$ cat config.mk
export PLATFORM = sky130hd
export DESIGN_NAME = aes_round_ctrl_flat
export DESIGN_NICKNAME = d
export VERILOG_FILES = /design/src/rtl/aes_round_ctrl_if.sv /design/src/rtl/aes_round_ctrl.sv /design/src/flat_wrapper.sv
export SDC_FILE = /design/constraint.sdc
export NUM_CORES = 1
export LEC_CHECK = 0
export BUFFER_PORTS_ARGS = -buffer_cell sky130_fd_sc_hd__buf_2
export CAP_MARGIN = 15
export CORE_AREA = 2 2 356 358
export CTS_BUF_LIST = sky130_fd_sc_hd__clkbuf_2 sky130_fd_sc_hd__clkbuf_4 sky130_fd_sc_hd__clkbuf_8
export DETAILED_ROUTE_END_ITERATION = 16
export DIE_AREA = 0 0 358 360
export PLACE_DENSITY = 0.3
export SYNTH_ARGS = -nofsm -noshare
export SYNTH_HDL_FRONTEND = slang
export SYNTH_SLANG_ARGS = --single-unit
$ cat constraint.sdc
create_clock -name clk -period 3.9 [get_ports clk]
set_input_delay 0.195 -clock clk [delete_from_list [all_inputs] [get_ports clk]]
set_output_delay 0.195 -clock clk [all_outputs]
set_load 0.1 [all_outputs]
$ cat src/rtl/aes_round_ctrl_if.sv
// Host, key-store and round-datapath signals of the AES round controller.
// The controller uses the slave view; the surrounding system uses the master view.
interface aes_round_ctrl_if;
    logic         in_valid;
    logic         in_ready;
    logic [127:0] in_block;
    logic [127:0] in_key;
    logic         key_load;
    logic         key_busy;
    logic [3:0]   rk_idx;
    logic [127:0] rk_data;
    logic         dp_go;
    logic [1:0]   dp_mode;
    logic [127:0] dp_state;
    logic [127:0] dp_key;
    logic [127:0] dp_result;
    logic         out_valid;
    logic         out_ready;
    logic [127:0] out_block;

    modport master (
        output in_valid, in_block, in_key, key_busy, rk_data, dp_result, out_ready,
        input  in_ready, key_load, rk_idx, dp_go, dp_mode, dp_state, dp_key,
               out_valid, out_block
    );

    modport slave (
        input  in_valid, in_block, in_key, key_busy, rk_data, dp_result, out_ready,
        output in_ready, key_load, rk_idx, dp_go, dp_mode, dp_state, dp_key,
               out_valid, out_block
    );
endinterface

$ cat src/rtl/aes_round_ctrl.sv
// Iterative AES-128 encryption sequencer: accepts one block, walks the shared round
// datapath through whitening, NR-1 full rounds and a final round, then returns the ciphertext.
module aes_round_ctrl #(
    parameter int NR     = 10,
    parameter int DP_LAT = 1,
    parameter int RK_LAT = 1
) (
    input  logic            clk,
    input  logic            rst_n,
    aes_round_ctrl_if.slave bus
);
    localparam int CNT_W = 8;

    typedef enum logic [2:0] {
        IDLE,
        KEYWAIT,
        FETCH,
        ISSUE,
        WAIT,
        DONE
    } state_t;

    state_t           state_q, state_d;
    logic [3:0]       round_q, round_d;
    logic [CNT_W-1:0] cnt_q, cnt_d;
    logic [127:0]     dp_state_q, dp_state_d;
    logic [127:0]     dp_key_q, dp_key_d;
    logic [127:0]     out_block_q, out_block_d;
    logic             out_valid_q, out_valid_d;
    logic [1:0]       dp_mode;

    always_ff @(posedge clk or negedge rst_n) begin
        if (!rst_n) begin
            state_q     <= IDLE;
            round_q     <= 4'd0;
            cnt_q       <= '0;
            dp_state_q  <= '0;
            dp_key_q    <= '0;
            out_block_q <= '0;
            out_valid_q <= 1'b0;
        end else begin
            state_q     <= state_d;
            round_q     <= round_d;
            cnt_q       <= cnt_d;
            dp_state_q  <= dp_state_d;
            dp_key_q    <= dp_key_d;
            out_block_q <= out_block_d;
            out_valid_q <= out_valid_d;
        end
    end

    // cnt_q is shared: it times the round-key read in FETCH and the datapath in WAIT.
    always_comb begin
        state_d     = state_q;
        round_d     = round_q;
        cnt_d       = cnt_q;
        dp_state_d  = dp_state_q;
        dp_key_d    = dp_key_q;
        out_block_d = out_block_q;
        out_valid_d = out_valid_q;

        case (state_q)
            IDLE: begin
                if (bus.in_valid) begin
                    dp_state_d = bus.in_block;
                    round_d    = 4'd0;
                    cnt_d      = '0;
                    state_d    = KEYWAIT;
                end
            end
            KEYWAIT: begin
                if (!bus.key_busy) begin
                    cnt_d   = '0;
                    state_d = FETCH;
                end
            end
            FETCH: begin
                if (cnt_q == CNT_W'(RK_LAT)) begin
                    dp_key_d = bus.rk_data;
                    cnt_d    = '0;
                    state_d  = ISSUE;
                end else begin
                    cnt_d = cnt_q + 1'b1;
                end
            end
            ISSUE: begin
                cnt_d   = '0;
                state_d = WAIT;
            end
            WAIT: begin
                if (cnt_q == CNT_W'(DP_LAT - 1)) begin
                    dp_state_d = bus.dp_result;
                    cnt_d      = '0;
                    if (round_q == 4'(NR)) begin
                        out_block_d = bus.dp_result;
                        out_valid_d = 1'b1;
                        state_d     = DONE;
                    end else begin
                        round_d = round_q + 4'd1;
                        state_d = FETCH;
                    end
                end else begin
                    cnt_d = cnt_q + 1'b1;
                end
            end
            DONE: begin
                if (bus.out_ready) begin
                    out_valid_d = 1'b0;
                    state_d     = IDLE;
                end
            end
            default: state_d = IDLE;
        endcase
    end

    always_comb begin
        dp_mode = 2'd1;
        if (round_q == 4'd0) begin
            dp_mode = 2'd0;
        end else if (round_q == 4'(NR)) begin
            dp_mode = 2'd2;
        end
    end

    // key_load is combinational so the store captures in_key on the accept edge itself.
    assign bus.in_ready  = (state_q == IDLE);
    assign bus.key_load  = (state_q == IDLE) && bus.in_valid && rst_n;
    assign bus.rk_idx    = round_q;
    assign bus.dp_go     = (state_q == ISSUE);
    assign bus.dp_mode   = dp_mode;
    assign bus.dp_state  = dp_state_q;
    assign bus.dp_key    = dp_key_q;
    assign bus.out_valid = out_valid_q;
    assign bus.out_block = out_block_q;
endmodule
$ cat src/flat_wrapper.sv
// flat-port wrapper written by rule: the top's interface ports become plain ports
module aes_round_ctrl_flat 
#(
    parameter int NR     = 10,
    parameter int DP_LAT = 1,
    parameter int RK_LAT = 1
)
  (clk, rst_n, bus_in_valid, bus_in_block, bus_in_key, bus_key_busy, bus_rk_data, bus_dp_result, bus_out_ready, bus_in_ready, bus_key_load, bus_rk_idx, bus_dp_go, bus_dp_mode, bus_dp_state, bus_dp_key, bus_out_valid, bus_out_block);
  aes_round_ctrl_if bus_i ();
  input  logic clk;
  input  logic rst_n;
  input wire logic [$bits(bus_i.in_valid)-1:0] bus_in_valid;
  input wire logic [$bits(bus_i.in_block)-1:0] bus_in_block;
  input wire logic [$bits(bus_i.in_key)-1:0] bus_in_key;
  input wire logic [$bits(bus_i.key_busy)-1:0] bus_key_busy;
  input wire logic [$bits(bus_i.rk_data)-1:0] bus_rk_data;
  input wire logic [$bits(bus_i.dp_result)-1:0] bus_dp_result;
  input wire logic [$bits(bus_i.out_ready)-1:0] bus_out_ready;
  output wire logic [$bits(bus_i.in_ready)-1:0] bus_in_ready;
  output wire logic [$bits(bus_i.key_load)-1:0] bus_key_load;
  output wire logic [$bits(bus_i.rk_idx)-1:0] bus_rk_idx;
  output wire logic [$bits(bus_i.dp_go)-1:0] bus_dp_go;
  output wire logic [$bits(bus_i.dp_mode)-1:0] bus_dp_mode;
  output wire logic [$bits(bus_i.dp_state)-1:0] bus_dp_state;
  output wire logic [$bits(bus_i.dp_key)-1:0] bus_dp_key;
  output wire logic [$bits(bus_i.out_valid)-1:0] bus_out_valid;
  output wire logic [$bits(bus_i.out_block)-1:0] bus_out_block;
  assign bus_i.in_valid = bus_in_valid;
  assign bus_i.in_block = bus_in_block;
  assign bus_i.in_key = bus_in_key;
  assign bus_i.key_busy = bus_key_busy;
  assign bus_i.rk_data = bus_rk_data;
  assign bus_i.dp_result = bus_dp_result;
  assign bus_i.out_ready = bus_out_ready;
  assign bus_in_ready = bus_i.in_ready;
  assign bus_key_load = bus_i.key_load;
  assign bus_rk_idx = bus_i.rk_idx;
  assign bus_dp_go = bus_i.dp_go;
  assign bus_dp_mode = bus_i.dp_mode;
  assign bus_dp_state = bus_i.dp_state;
  assign bus_dp_key = bus_i.dp_key;
  assign bus_out_valid = bus_i.out_valid;
  assign bus_out_block = bus_i.out_block;
  aes_round_ctrl #(.NR(NR), .DP_LAT(DP_LAT), .RK_LAT(RK_LAT)) u_core (.clk(clk), .rst_n(rst_n), .bus(bus_i));
endmodule
==> out/qor.yml, run 1 <==
drt-total-wl_um: 71000
rsz0062_at_grt: "false"
worst-setup-path-type: "flop to output pin"
seq_area_frac_synth_pct: 61.4
io_buffers: 782
crit_chain: "nor4b_1, and2_1, buf_2"
synth.area.mux_share_pct: 25.5
finalSetupTns_ns: 0
multi_input_area_mm2: 0.00595
die_area_mm2: 0.129
drive_above_1_share_pct: 48.4
row_count: 130
grt.total_usage_pct: 10.8
path_max_fanout: 15
via_per_inst: 3.44
grt.overflow.total: 0
syn-cell-area_mm2: 0.0163
yosysTopAreaCell: "dfrtp_1"
fin_skew_ns: 0.0372
grt_pass1_wl_um: 103000
seqCellArea_mm2: 0.0100
ctsHoldBuffers: 410
vias: 14300
dp_hpwl_um: 51800
synthesis.nets: 1744
cts_max_level: 3
cts_tree: "yes"
cap_violations: 0
slowest_stage: "nor4b_1"
required_ns: 3.70
ys_seq_elements: 400
cp_slowest_stage_delay_ns: 0.98
die_h_um: 360
grt_pass1_vias: 15700
async_flop_share_pct: 100
synthAdderAreaFrac_pct: 0.460
ant_nets: 0
final-hold-violation-count: 0
first_pass_iters: 4
fillers: 13700
grt_max_degree: 169
clkTransAtPathRegs_ns: 0.06
ys.flop_type: "dfrtp_1"
worstSetupEndpointType: "output pin"
max_slew_margin_pct: 26.3
netlist_instances: 1221
wl_per_cell_um: 17.1
clk_latency_ns: 0.73
synth_top_area_share_pct: 61.4
drt-initial-drc-count: 355
setup_viol: 0
status: "complete, no violations"
drv_slew: 0
gp_congestion: 0.795
finalCriticalPeriod_ns: 3.08
cts_setup_buffers: 0
cts.path.max_buffers: 3
ys_types: 41
coreArea_mm2: 0.125
fmax_ghz: 0.324
area_growth_syn_to_layout_pct: 73.0
period_share_pct: 79.1
final_cells: 4164
cts_root_buf: "clkbuf_8"
dp_cells: 3595
antenna_found_initial: 7
cts_buffers: 84
synth-compound-area-share_pct: 5.32
drc: 0
ctsResizeCount: 0
synth_xor_area_share_pct: 0.0537
die_w_um: 358
synthTopCellsByCount: "dfrtp_1 (400), mux2_2 (256), nand2_1 (140), mux2i_1 (128), o21ai_0 (101)"
start_kind: "flop"
hold_class: "input pin to async pin"
fin_nets: 2964
critPathArrivalTime_ns: 2.89
synth.most_common_cell: "dfrtp_1"
ys.warnings.count: 0
synth_area_leaders: "dfrtp_1 (61%), mux2_2 (18%), mux2i_1 (7.9%), nand2_1 (3.2%), o21ai_0 (3.1%)"
cts_sinks: 400
start_util_pct: 13.1
tightestPinTransition_ns: 1.09
synth_top_family_by_area: "multiplexers"
avgSynthCellArea_um2: 13.4
synth-edff-count: 0
r2r_setup_slack_ns: 1.00
boundaryPins: 911
synthSimpleGateAreaFrac_pct: 4.92
## placed cells by master (no fill, tap or decap), types with 4 or more instances in the layout
cell type,instances
buf_12,9
nand3_1,5
clkbuf_8,107
o21ai_0,101
buf_2,781
mux2i_1,128
o21ai_1,40
ha_1,6
nand4_1,4
mux2_2,256
clkinv_2,5
o22ai_1,6
diode_2,10
buf_4,7
nand2_1,140
inv_1,9
dfrtp_1,400
clkbuf_4,29
dlygate4sd3_1,409
nor3b_1,4
nor2_1,6
## layout make-up
type / count / share of cell area [%]
diodes: 10 / 0.0887
flip-flops and latches: 400 / 35.5
multi-input cells: 738 / 21.1
clock inverters: 13 / 0.616
inverters: 9 / 0.120
well taps: 1650 / 7.31
repair buffers: 1208 / 29.3
clock buffers: 136 / 5.99
## metrics by stage
stage | worst slack (ns) | util, % | hold slack (ns) | instance area [µm²]
6_report | 0.815 | 22.6 | 0.197 | 28200
5_1_grt | 0.498 | 22.6 | 0.0985 | 28200
4_1_cts | 0.636 | 22.6 | 0.0744 | 28200
3_5_place_dp | 1.35 | 17.8 | 0.236 | 22200
3_3_place_gp | 1.43 | 17.8 | 0.237 | 22200
2_1_floorplan | 0.540 | - | -0.101 | 16300
## sequential cells by signal, summed over array words and instances (netlist names)
signal and count:
u_core.state_q 3, u_core.cnt_q 8, u_core.bus.dp_state 128, u_core.bus.out_block 128, u_core.bus.rk_idx 4, u_core.bus.dp_key 128, u_core.bus.out_valid 1
## critical path, delay by kind of cell, from the launching register on
family	cells	cell delay, ns
and+or+nand+nor	2	1.21
DFF	1	0.52
buffers and inverters	1	0.44
## worst paths after layout
kind	from	end	cells past startpoint
max	u_core.state_q[0]	bus_key_load	3
min	rst_n	u_core.bus.dp_key[101]	3
max reg2reg	u_core.state_q[2]	u_core.bus.dp_state[45]	6
min reg2reg	u_core.bus.dp_state[70]	u_core.bus.dp_state[70]	2
max in group asynchronous	rst_n	u_core.bus.out_block[62]	3
min in group clk	bus_dp_result[84]	u_core.bus.out_block[84]	3
## routing by layer
metal  wire (µm)  up-vias  track usage, %  part of all wire, %
li1            -     6754               -                    -
met1       28200     6951            12.1                   40
met2       34900      492            18.4                   49
met3        5890      118            4.15                  8.3
met4        2010        4            3.86                  2.8
met5          30        -               0                0.042
## logic make-up (layout without fill, tap and decap cells)
group           count (synthesis)  in the layout
compound gates                164            164
xor+xnor                        1              1
fa+ha+maj                       6              6
buf+inv                        83           1366
flops                         400            400
mux                           384            384
other cells                     0             10
simple gates                  183            183
Power of run 1 is not shown: default switching activity piles up to over one toggle a cycle in this logic, so the estimate is an artifact.
==> inputs of run 2 (changes only) <==
--- a/config.mk
+++ b/config.mk
@@ -5,13 +5,14 @@
 export SDC_FILE = /design/constraint.sdc
 export NUM_CORES = 1
 export LEC_CHECK = 0
+export ABC_AREA = 1
 export BUFFER_PORTS_ARGS = -buffer_cell sky130_fd_sc_hd__buf_2
 export CAP_MARGIN = 15
 export CORE_AREA = 2 2 356 358
 export CTS_BUF_LIST = sky130_fd_sc_hd__clkbuf_2 sky130_fd_sc_hd__clkbuf_4 sky130_fd_sc_hd__clkbuf_8
 export DETAILED_ROUTE_END_ITERATION = 16
 export DIE_AREA = 0 0 358 360
-export PLACE_DENSITY = 0.3
+export PLACE_DENSITY = 0.31
 export SYNTH_ARGS = -nofsm -noshare
 export SYNTH_HDL_FRONTEND = slang
 export SYNTH_SLANG_ARGS = --single-unit
==> constraint.sdc (replaced) <==
create_clock -name clk -period 2.94 [get_ports clk]
set_input_delay 0.147 -clock clk [delete_from_list [all_inputs] [get_ports clk]]
set_output_delay 0.147 -clock clk [all_outputs]
set_load 0.1 [all_outputs]
==> out/qor.yml, run 2 <==
postPlaceCellArea_mm2: 0.0232
cts_tree: "yes"
drt-total-wl_um: 80400
synth_xor_area_share_pct: 0.152
synthesis.nets: 2596
die_h_um: 360
final-hold-violation-count: 0
fin_ws_ns: 0.432
fin_skew_ns: 0.0345
ys.warnings.count: 0
tightestPinTransition_ns: 0.877
status: "complete, no violations"
antenna_found_initial: 12
yosysTopAreaCell: "dfrtp_1"
ctsHoldBuffers: 404
synth.most_common_cell: "nand2_1"
leakage_nw: 14.8
ys.flop_type: "dfrtp_1"
cts_sinks: 400
synthSimpleGateAreaFrac_pct: 16.0
pre_cts_slack_ns: 0.643
vias: 18000
gp_congestion: 0.762
dp_hpwl_um: 57300
cts_max_level: 3
rr_startpoint: "u_core.state_q[2]"
ys_types: 27
avgSynthCellArea_um2: 8.36
clkTransAtPathRegs_ns: 0.06
holdWs_ns: 0.106
critPathArrivalTime_ns: 3.09
synth_top_family_by_area: "simple AND/OR/NAND/NOR gates"
finalCriticalPeriod_ns: 2.51
grt.overflow.total: 0
cts_setup_buffers: 0
grt_pass1_vias: 18700
first_pass_iters: 5
ctsResizeCount: 0
start_kind: "flop"
synth-edff-count: 0
drv_slew: 0
cap_violations: 0
drive_above_1_share_pct: 29.7
io_buffers: 782
required_ns: 3.53
cts_root_buf: "clkbuf_8"
drt-initial-drc-count: 772
worst-setup-path-type: "flop to flop"
fmax_ghz: 0.399
via_per_inst: 3.61
grt_max_degree: 130
clk_latency_ns: 0.76
drc: 0
netlist_instances: 2073
multi_input_area_mm2: 0.00560
cts_buffers: 86
layout_commonest_cell: "buf_2"
period_share_pct: 85.3
wl_per_cell_um: 16.2
die_area_mm2: 0.129
vdd_ir_drop_max_mv: 1.09
synth.area.mux_share_pct: 0
boundaryPins: 911
synthAdderAreaFrac_pct: 0.433
async_flop_share_pct: 100
rsz0062_at_grt: "false"
synthTopCellsByCount: "nand2_1 (672), o21ai_0 (512), dfrtp_1 (400), inv_1 (282), clkbuf_1 (55)"
finalInstanceArea_mm2: 0.0291
finalSetupTns_ns: 0
fillers: 14000
synth_top_area_share_pct: 57.7
grt_pass1_wl_um: 118000
ys_seq_elements: 400
worstSetupEndpointType: "flop"
layout_common_cells: "buf_2 (781), nand2_1 (672), o21ai_0 (512), dlygate4sd3_1 (403), dfrtp_1 (400)"
p_per_area_mw_per_mm2: 1220
synth-compound-area-share_pct: 15.5
syn-cell-area_mm2: 0.0173
rr_worst_depth: 7
grt.total_usage_pct: 12.2
cts.path.max_buffers: 3
ant_nets: 0
max_slew_margin_pct: 41.5
coreArea_mm2: 0.125
setup_viol: 0
hold_class: "input pin to async pin"
crit_path_start: "u_core.state_q[2]"
row_count: 130
synth_area_leaders: "dfrtp_1 (58%), o21ai_0 (15%), nand2_1 (15%), inv_1 (6.1%), buf_2 (1.2%)"
area_growth_syn_to_layout_pct: 67.6
seqCellArea_mm2: 0.0100
seq_area_frac_synth_pct: 57.7
die_w_um: 358
path_max_fanout: 107
fin_nets: 3782
start_util_pct: 13.9
## run 2: final timing paths
check | endpoint | slack (ns)
setup / recovery | u_core.bus.dp_state[35] | 0.43
max in group asynchronous | u_core.bus.dp_key[51] | 2.12
min in group clk | u_core.bus.dp_key[122] | 0.13
setup reg to reg | u_core.bus.dp_state[35] | 0.43
hold reg to reg | u_core.bus.dp_key[30] | 0.47
hold / removal | u_core.bus.dp_state[61] | 0.11
## run 2: power by group
part / switching [mW] / internal, mW
clock: 2.78 / 3.81
combinational: 17.6 / 3.03
sequential: 0.883 / 7.31
## run 2: worst max-delay path, cell delays in order, from the launching register on
cell and delay (ns):
dfrtp_1 0.53, nand2_8 0.18, buf_12 0.35, buf_12 0.34, o21ai_0 0.11, dlygate4sd3_1 0.56, nand2_1 0.06, o21ai_0 0.07
## run 2: cells by family (layout without fill, tap and decap cells)
family | after synthesis | in the layout
buffers and inverters | 412 | 1657
and+or+nand+nor | 719 | 719
other | 0 | 8
adders and majority gates | 6 | 6
xor gates and xnor gates | 3 | 3
DFF | 400 | 400
AOI/OAI and AO/OA | 533 | 533
## run 2: cell type report
cell class	count	share of cell area (%)
inverters	285	3.69
repair buffers	1225	29.1
clock buffers	133	5.68
multi-input cells	1261	19.3
clock inverters	14	0.612
flip-flops and latches	400	34.5
diodes	8	0.0689
well taps	1650	7.11
## run 2: through the flow
stage | total power [mW] | instances | utilization [%]
global placement | 28.7 | 4417 | 18.5
finish | 35.4 | 4976 | 23.3
CTS | 36.0 | 4968 | 23.2
detailed placement | 28.7 | 4417 | 18.5
global route | 37.4 | 4975 | 23.3
floorplan | 24.2 | 2073 | -
## run 2: per-layer routing
metal | track usage (%) | vias up | wire (µm)
met3 | 5.02 | 123 | 7430
met5 | 0 | - | 27
met2 | 20.0 | 671 | 37200
met1 | 14.3 | 8297 | 33700
li1 | - | 8868 | -
met4 | 3.70 | 4 | 2110
(Power assumes the default switching activity.)
==> inputs of run 3 (changes only) <==
--- a/config.mk
+++ b/config.mk
@@ -13,6 +13,7 @@
 export DETAILED_ROUTE_END_ITERATION = 16
 export DIE_AREA = 0 0 358 360
 export PLACE_DENSITY = 0.31
+export RECOVER_POWER = 100
 export SYNTH_ARGS = -nofsm -noshare
 export SYNTH_HDL_FRONTEND = slang
 export SYNTH_SLANG_ARGS = --single-unit
==> out/qor.yml, run 3 (synthesized netlist as in run 2, its figures left out) <==
p_per_area_mw_per_mm2: 1230
via_per_inst: 3.61
cts_sinks: 400
max_slew_margin_pct: -63.0
period_share_pct: 88.3
final-hold-violation-count: 0
rsz0062_at_grt: "false"
worstSetupEndpointType: "flop"
coreArea_mm2: 0.125
drt-initial-drc-count: 796
violations: "max-capacitance violations, max-slew violations"
setup_viol: 0
clkTransAtPathRegs_ns: 0.06
fin_ws_ns: 0.344
leakage_nw: 13.8
cts_buffers: 86
grt.total_usage_pct: 12.2
cap_violations: 6
die_h_um: 360
cts_tree: "yes"
layout_commonest_cell: "nand2_1"
drive_above_1_share_pct: 17.4
slowest_stage: "nor3_1"
worst-setup-path-type: "flop to flop"
required_ns: 3.54
grt_pass1_wl_um: 118000
row_count: 130
crit_chain: "nor3_1, inv_4, buf_4, o21ai_0, nand2_1"
critPathArrivalTime_ns: 3.20
clk_latency_ns: 0.76
finalCriticalPeriod_ns: 2.60
io_buffers: 782
drc: 0
drt-total-wl_um: 80500
drv_slew: 421
area_growth_syn_to_layout_pct: 63.8
fmax_ghz: 0.385
fin_nets: 3782
grt_pass1_vias: 18700
vias: 18000
first_pass_iters: 5
cp_slowest_stage_delay_ns: 0.71
path_delay_family: "simple AND/OR/NAND/NOR gates"
fin_skew_ns: 0.0336
cts.path.max_buffers: 3
status: "finished with violations"
postPlaceCellArea_mm2: 0.0232
start_util_pct: 13.9
die_area_mm2: 0.129
grt_max_degree: 130
cts_max_level: 3
antenna_found_initial: 12
vdd_ir_drop_max_mv: 1.09
boundaryPins: 911
gp_congestion: 0.762
die_w_um: 358
pre_cts_slack_ns: 0.643
utilization_pct: 22.7
tightestPinTransition_ns: 2.44
grt.overflow.total: 0
dp_hpwl_um: 57300
layout_common_cells: "nand2_1 (672), o21ai_0 (523), clkbuf_1 (405), dlygate4sd3_1 (403), dfrtp_1 (400)"
cts_root_buf: "clkbuf_8"
start_kind: "flop"
crit_buf_inv: 2
path_max_fanout: 128
finalSetupTns_ns: 0
ant_nets: 0
finalInstanceArea_mm2: 0.0284
wl_per_cell_um: 16.2
hold_class: "input pin to flop"
-- run 3: metal layers --
layer,vias to the layer above,share of wire (%),track usage (%)
met2,668,46,20.0
met4,4,2.7,3.70
met1,8309,42,14.3
met3,129,9.2,5.02
li1,8878,-,-
met5,-,0.034,0
-- run 3: final cells by class --
class | instances | area, µm²
antenna | 9 | 22.5
clock buffer | 133 | 1650
clock inverter | 14 | 178
fill | 14100 | 96500
inverter | 285 | 1070
multi-input combinational | 1261 | 5580
sequential | 400 | 10000
tap | 1650 | 2060
timing repair buffer | 1225 | 7820
-- run 3: timing repair --
| item | in CTS | in global routing |
|---|---|---|
| endpoints found under the setup margin | 0 | 0 |
| endpoints found under the hold margin | 796 | 0 |
| resized for setup | 0 | 0 |
| setup buffers | 0 | 0 |
| hold buffers | 404 | 0 |
-- run 3: where the power goes --
| part | total (mW) | internal [mW] | switching [mW] |
|---|---|---|---|
| clock | 6.59 | 3.81 | 2.78 |
| combinational | 20.0 | 2.47 | 17.6 |
| sequential | 8.24 | 7.31 | 0.928 |
| total | 34.9 | 13.6 | 21.3 |
-- run 3: metrics by stage --
stage / hold WS, ns / total power [mW] / instances
after CTS: 0.000236 / 36.0 / 4968
after global routing: 0.0418 / 36.8 / 4975
after floorplan: -0.149 / 24.2 / 2073
after detailed placement: 0.100 / 28.7 / 4417
after global placement: 0.104 / 28.7 / 4417
final: 0.129 / 34.9 / 4977
-- run 3: worst reg2reg max path, cell delays in order, from the launching register on --
cell and delay [ns]:
dfrtp_1 0.50, nor3_1 0.72, inv_4 0.07, buf_4 0.39, o21ai_0 0.71, nand2_1 0.08
-- run 3: final timing paths --
| path | slack (ns) | cells after the start | from | end |
|---|---|---|---|---|
| max | 0.34 | 5 | u_core.state_q[2] | u_core.bus.dp_key[97] |
| min | 0.13 | 4 | bus_rk_data[122] | u_core.bus.dp_key[122] |
| max reg2reg | 0.34 | 5 | u_core.state_q[2] | u_core.bus.dp_key[97] |
| min reg2reg | 0.48 | 2 | u_core.bus.out_block[28] | u_core.bus.out_block[28] |
| max in group asynchronous | 0.55 | 3 | rst_n | u_core.bus.out_block[85] |
| min in group asynchronous | 0.20 | 3 | rst_n | u_core.bus.dp_key[106] |
